### config.mk
export PLATFORM = sky130hd
export DESIGN_NAME = alu_vec_recorder
export DESIGN_NICKNAME = d
export VERILOG_FILES = /design/src/rtl/alu_vec_recorder.sv
export SDC_FILE = /design/constraint.sdc
export NUM_CORES = 1
export LEC_CHECK = 0
export CAP_MARGIN = 20
export CORE_MARGIN = 5
export CORE_UTILIZATION = 60
export CTS_CLUSTER_DIAMETER = 200
export DETAILED_ROUTE_END_ITERATION = 8
export PLACE_DENSITY = 0.89
export REMOVE_ABC_BUFFERS = 1
export SKIP_CTS_REPAIR_TIMING = 1
export SYNTH_ARGS = -nofsm -noshare
export SYNTH_HDL_FRONTEND = slang
export SYNTH_SLANG_ARGS = --single-unit
### constraint.sdc
create_clock -name clk -period 10.6 [get_ports clk]
set_input_delay 1.59 -clock clk [delete_from_list [all_inputs] [get_ports clk]]
set_output_delay 1.59 -clock clk [all_outputs]
set_load 0.03 [all_outputs]
### src/rtl/alu_vec_recorder.sv
// Packs live 74181 operand/control/result tuples into 19-bit vector records and streams them out.
// One cycle from push to out_valid; a stalled consumer fills the FIFO, then further samples are dropped and counted.
module alu_vec_recorder #(
    parameter int DEPTH = 16,
    parameter int CNT_W = 16
) (
    input  logic             clk,
    input  logic             reset,
    input  logic             start,
    input  logic             stop,
    input  logic             cap_valid,
    input  logic [3:0]       s,
    input  logic             M,
    input  logic             ci,
    input  logic [3:0]       a,
    input  logic [3:0]       b,
    input  logic [3:0]       y,
    output logic             out_valid,
    input  logic             out_ready,
    output logic [18:0]      out_data,
    output logic             out_last,
    output logic             busy,
    output logic             done,
    output logic             overflow,
    output logic [7:0]       drop_cnt,
    output logic [CNT_W-1:0] rec_count
);

    localparam int AW = $clog2(DEPTH);
    localparam logic [AW:0] FULL_CNT = (AW+1)'(DEPTH);
    localparam logic [AW:0] ONE_CNT  = (AW+1)'(1);

    typedef enum logic [1:0] {
        IDLE    = 2'd0,
        CAPTURE = 2'd1,
        DRAIN   = 2'd2,
        DONE    = 2'd3
    } state_t;

    state_t        state;
    state_t        state_next;

    logic [17:0]   mem [DEPTH];
    logic [AW-1:0] wr_ptr;
    logic [AW-1:0] rd_ptr;
    logic [AW-1:0] rd_next;
    logic [AW:0]   count;
    logic [AW:0]   count_next;
    logic [17:0]   sample;
    logic          full;
    logic          push;
    logic          pop;
    logic          drop;
    logic          flush;
    logic          head_from_sample;

    assign sample  = {s, M, ci, a, b, y};
    assign full    = (count == FULL_CNT);
    assign pop     = out_valid && out_ready;
    assign push    = (state == CAPTURE) && cap_valid && !full;
    assign drop    = (state == CAPTURE) && cap_valid && full;
    assign flush   = start && ((state == IDLE) || (state == DONE));
    assign rd_next = pop ? rd_ptr + AW'(1) : rd_ptr;

    // The incoming sample becomes the head when nothing else remains after this cycle's pop.
    assign head_from_sample = push && (count == {{AW{1'b0}}, pop});

    always_comb begin
        count_next = count;
        if (push) begin
            count_next = count_next + ONE_CNT;
        end
        if (pop) begin
            count_next = count_next - ONE_CNT;
        end
    end

    always_comb begin
        state_next = state;
        case (state)
            IDLE:    if (start) state_next = CAPTURE;
            CAPTURE: if (stop)  state_next = DRAIN;
            DRAIN:   if ((count == '0) || (pop && (count == ONE_CNT))) state_next = DONE;
            DONE:    if (start) state_next = CAPTURE;
            default: state_next = IDLE;
        endcase
    end

    always_ff @(posedge clk) begin
        if (push) begin
            mem[wr_ptr] <= sample;
        end
    end

    always_ff @(posedge clk or negedge reset) begin
        if (!reset) begin
            state     <= IDLE;
            wr_ptr    <= '0;
            rd_ptr    <= '0;
            count     <= '0;
            out_valid <= 1'b0;
            out_data  <= '0;
            out_last  <= 1'b0;
            busy      <= 1'b0;
            done      <= 1'b0;
            overflow  <= 1'b0;
            drop_cnt  <= '0;
            rec_count <= '0;
        end else begin
            state <= state_next;
            busy  <= (state_next == CAPTURE) || (state_next == DRAIN);
            done  <= (state_next == DONE);
            if (flush) begin
                wr_ptr    <= '0;
                rd_ptr    <= '0;
                count     <= '0;
                out_valid <= 1'b0;
                out_last  <= 1'b0;
                overflow  <= 1'b0;
                drop_cnt  <= '0;
                rec_count <= '0;
            end else begin
                if (push) begin
                    wr_ptr <= wr_ptr + AW'(1);
                end
                rd_ptr    <= rd_next;
                count     <= count_next;
                out_valid <= (count_next != '0);
                // Only a record that is alone in the buffer while draining can be the session's last.
                out_last  <= (state_next == DRAIN) && (count_next == ONE_CNT);
                if (head_from_sample) begin
                    out_data <= {1'b0, sample};
                end else if (count_next != '0) begin
                    out_data <= {1'b0, mem[rd_next]};
                end
                if (push && (rec_count != '1)) begin
                    rec_count <= rec_count + CNT_W'(1);
                end
                if (drop) begin
                    overflow <= 1'b1;
                    if (drop_cnt != 8'hFF) begin
                        drop_cnt <= drop_cnt + 8'd1;
                    end
                end
            end
        end
    end

endmodule

==> summary.txt <==
Logic synthesis
  – Post-synth EDFFs: 288
  – Ys flop type: edfxtp_1
  – Post-Syn Area per Cell: 14.44 um2
  – Sequential fraction of the synthesis area: 0.6399
  – Most common cell in the netlist: edfxtp_1
  – Mapped cell area: 0.01594 mm2
  – Synth Warn #: 0
  – Top cell type by total area after synthesis: edfxtp_1
  – Share of the synthesized area in the top cell type: 0.5425
  – Post-synth cell types: 65
  – Ys async rst share: 0.1771
  – Post-synth top cells: edfxtp_1 (288), mux2i_1 (113), nand2_1 (66), dfrtp_1 (62)
  – Top cells by area, synth: edfxtp_1 (54%), dfrtp_1 (9.7%), mux2i_1 (7.1%), mux4_2 (5.1%), a22oi_1 (1.9%)
  – Synth Register Bits: 350
  – Syn Inst Count: 1104

Worst setup path
  – Worst R2R Setup Slack: 5.76 ns
  – Classification of the worst setup path: primary input to flop
  – Worst reg2reg startpoint: rd_ptr[1]
  – Worst-path fanout max: 20
  – Worst path required time: 11.04 ns
  – Reg2reg path depth: 10
  – Worst Setup SP: out_ready
  – Arrival @ worst endpoint: 5.60 ns
  – Worst setup EP type: flop
  – Startpoint types: primary input

Detailed routing
  – DR WL/cell: 25.65 um
  – Vias per cell: 6.869
  – DRC errors left: 0
  – Initial DRC count: 1563
  – DR pass1 iterations: 5
  – Routed Antenna Nets: 0
  – Via count: 10414
  – Drt total wl: 38880 um

Global routing
  – Largest net degree at the start of global routing: 71
  – First-pass GRT wire length: 59150 um
  – Antenna violations before repair: 0
  – Busiest layer in global routing: met2
  – Met1 Track Usage GR: 0.3371
  – Global Route Usage Sum: 0.2495
  – Met3 GRT Util: 0.05240
  – Number of global-route vias before repair: 10338
  – Met2 usage: 0.4108
  – Gr ovfl total: 0

Floorplan
  – Core box area: 0.02613 mm2
  – Row Count: 59
  – Die ar.: 0.02993 mm2
  – Die Span Y: 173.0 um
  – Die Wd: 173.0 um
  – Initial core utilization: 0.6100
  – Num ports: 72

STA
  – Sum Neg Setup Slack: 0 ns
  – RSZ-0062 raised after global routing: false
  – Worst-margin pin slew: 1.180 ns
  – Final worst path period share: 0.4873
  – Clock skew: 0.01991 ns
  – Max transition margin: 0.2131
  – Fin. Hold Viols: 0
  – Final setup fails: 0
  – F_max: 0.1936 GHz
  – Min Tclk post-route: 5.165 ns
  – Slew Viols, Final: 0
  – Setup ws final: 5.435 ns

CTS
  – CTS tree: done
  – CTS buffer count: 34
  – Clk slew on worst S/H paths: 0.07 ns
  – CTS Root Cell: clkbuf_16
  – Clock latency on the worst-skew pair: 0.52 ns
  – Clk sinks: 350
  – Clock Path Buffers: 3
  – H-Tree Level Count: 2

Min path
  – HP Class: flop to flop
  – Hold Startpoint: overflow
  – Worst hold path depth: 2

Pwr
  – Worst VDD drop: 0.1677 mV
  – PD cells: 257.1 mW/mm2
  – Static leakage: 6.308 nW

Placed design
  – Pre-CTS WS: 5.147 ns
  – Port Buffer Count: 70
  – Placer Congestion: 0.8521
  – Placed inst area: 0.01686 mm2
  – Detailed Place HPWL: 23300 um

Finish
  – Fill cell count: 1606
  – Area grow syn2layout: 13.37%
  – Post-route cell area: 0.01807 mm2
  – Ant. Diodes: 0
  – FF/Latch Area: 0.01020 mm2
  – Area of the multi-input gates: 0.005344 mm2
  – Layout cells sized above 1: 0.1084
  – Nets: 1195

Status
  – Status: finished clean

Job
  – MaxCap Viol Count: 0
[worst max-delay path, stage by stage]
cell	delay, ns
clkdlybuf4s50_1	0.86
nand2_1	0.59
nor3_2	0.79
nor2_2	0.39
a2111oi_0	0.89
nand4b_1	0.23
o21ai_0	0.10
mux2i_1	0.16
[area by class of cell]
class                   count  share of cell area
clock inverters            10            0.004016
repair buffers             88             0.05068
multi-input cells         653              0.2957
clock buffers              52             0.05601
flip-flops and latches    350              0.5646
inverters                  28            0.005816
well taps                 335             0.02319
[where the power goes]
part           internal (W)  leakage (nW)  total (W)  switching (W)
clock network      0.000684         0.528    0.00117       0.000489
logic              0.000729          2.39    0.00180        0.00107
registers           0.00159          3.39    0.00167      0.0000839
total               0.00300          6.31    0.00465        0.00164
[cell usage in the layout (no fill, tap or decap), drive strengths merged, types with 8 or more instances in the layout]
master,n
a2111oi,17
a211oi,27
a21oi,18
a22oi,40
a311oi,9
and2,18
and3,24
buf,19
clkbuf,52
clkdlybuf4s50,69
clkinv,8
dfrtp,62
edfxtp,288
ha,16
inv,28
mux2,8
mux2i,113
mux4,36
nand2,66
nand3,27
nand4,8
nand4b,10
nor2,49
nor2b,15
nor3,9
o211ai,24
o21ai,24
o31a,10
xnor2,14
xor2,16
[per-layer routing]
layer,share of wire,wire [um]
met5,0,0
met2,0.49,19100
met3,0.10,4080
met4,0.029,1127
met1,0.37,14580
[state kept, by name, indices dropped and copies added (netlist names)]
signal and flops:
mem 288, drop_cnt 8, wr_ptr 4, done 1, busy 1, rec_count 16, rd_ptr 4, count 5
out_valid 1, state 2, out_last 1, overflow 1, out_data 18
[final timing paths]
kind                                    end
worst max-delay path            out_data[4]
worst min-delay path               overflow
worst max register to register  out_data[4]
worst min register to register     overflow
max in group asynchronous         rd_ptr[1]
min in group asynchronous       out_data[8]
[cell families (layout without fill, tap and decap cells)]
family,Yosys count,count (layout),share of synthesized area
AO/OA/AOI/OAI,201,201,0.09498
multiplexers,157,157,0.1275
other,1,1,0.0002353
adder cells (fa/ha/maj),16,16,0.01256
flip-flops,350,350,0.6399
buffers and inverters,101,178,0.02684
XOR/XNOR,30,30,0.01648
AND/OR/NAND/NOR,248,248,0.08155
[per-stage QoR]
stage / power, W / std cells / hold WS [ns] / util
after detailed placement: 0.003428 / 1449 / 0.4967 / 0.6452
after global placement: 0.003357 / 1448 / 0.4851 / 0.6450
after global routing: 0.004819 / 1516 / 0.5597 / 0.6915
after CTS: 0.004600 / 1511 / 0.5162 / 0.6867
final: 0.004645 / 1516 / 0.5290 / 0.6915
after floorplan: 0.002920 / 1031 / 0.5564 / -
Note: power is estimated with default switching activity, not from simulation.
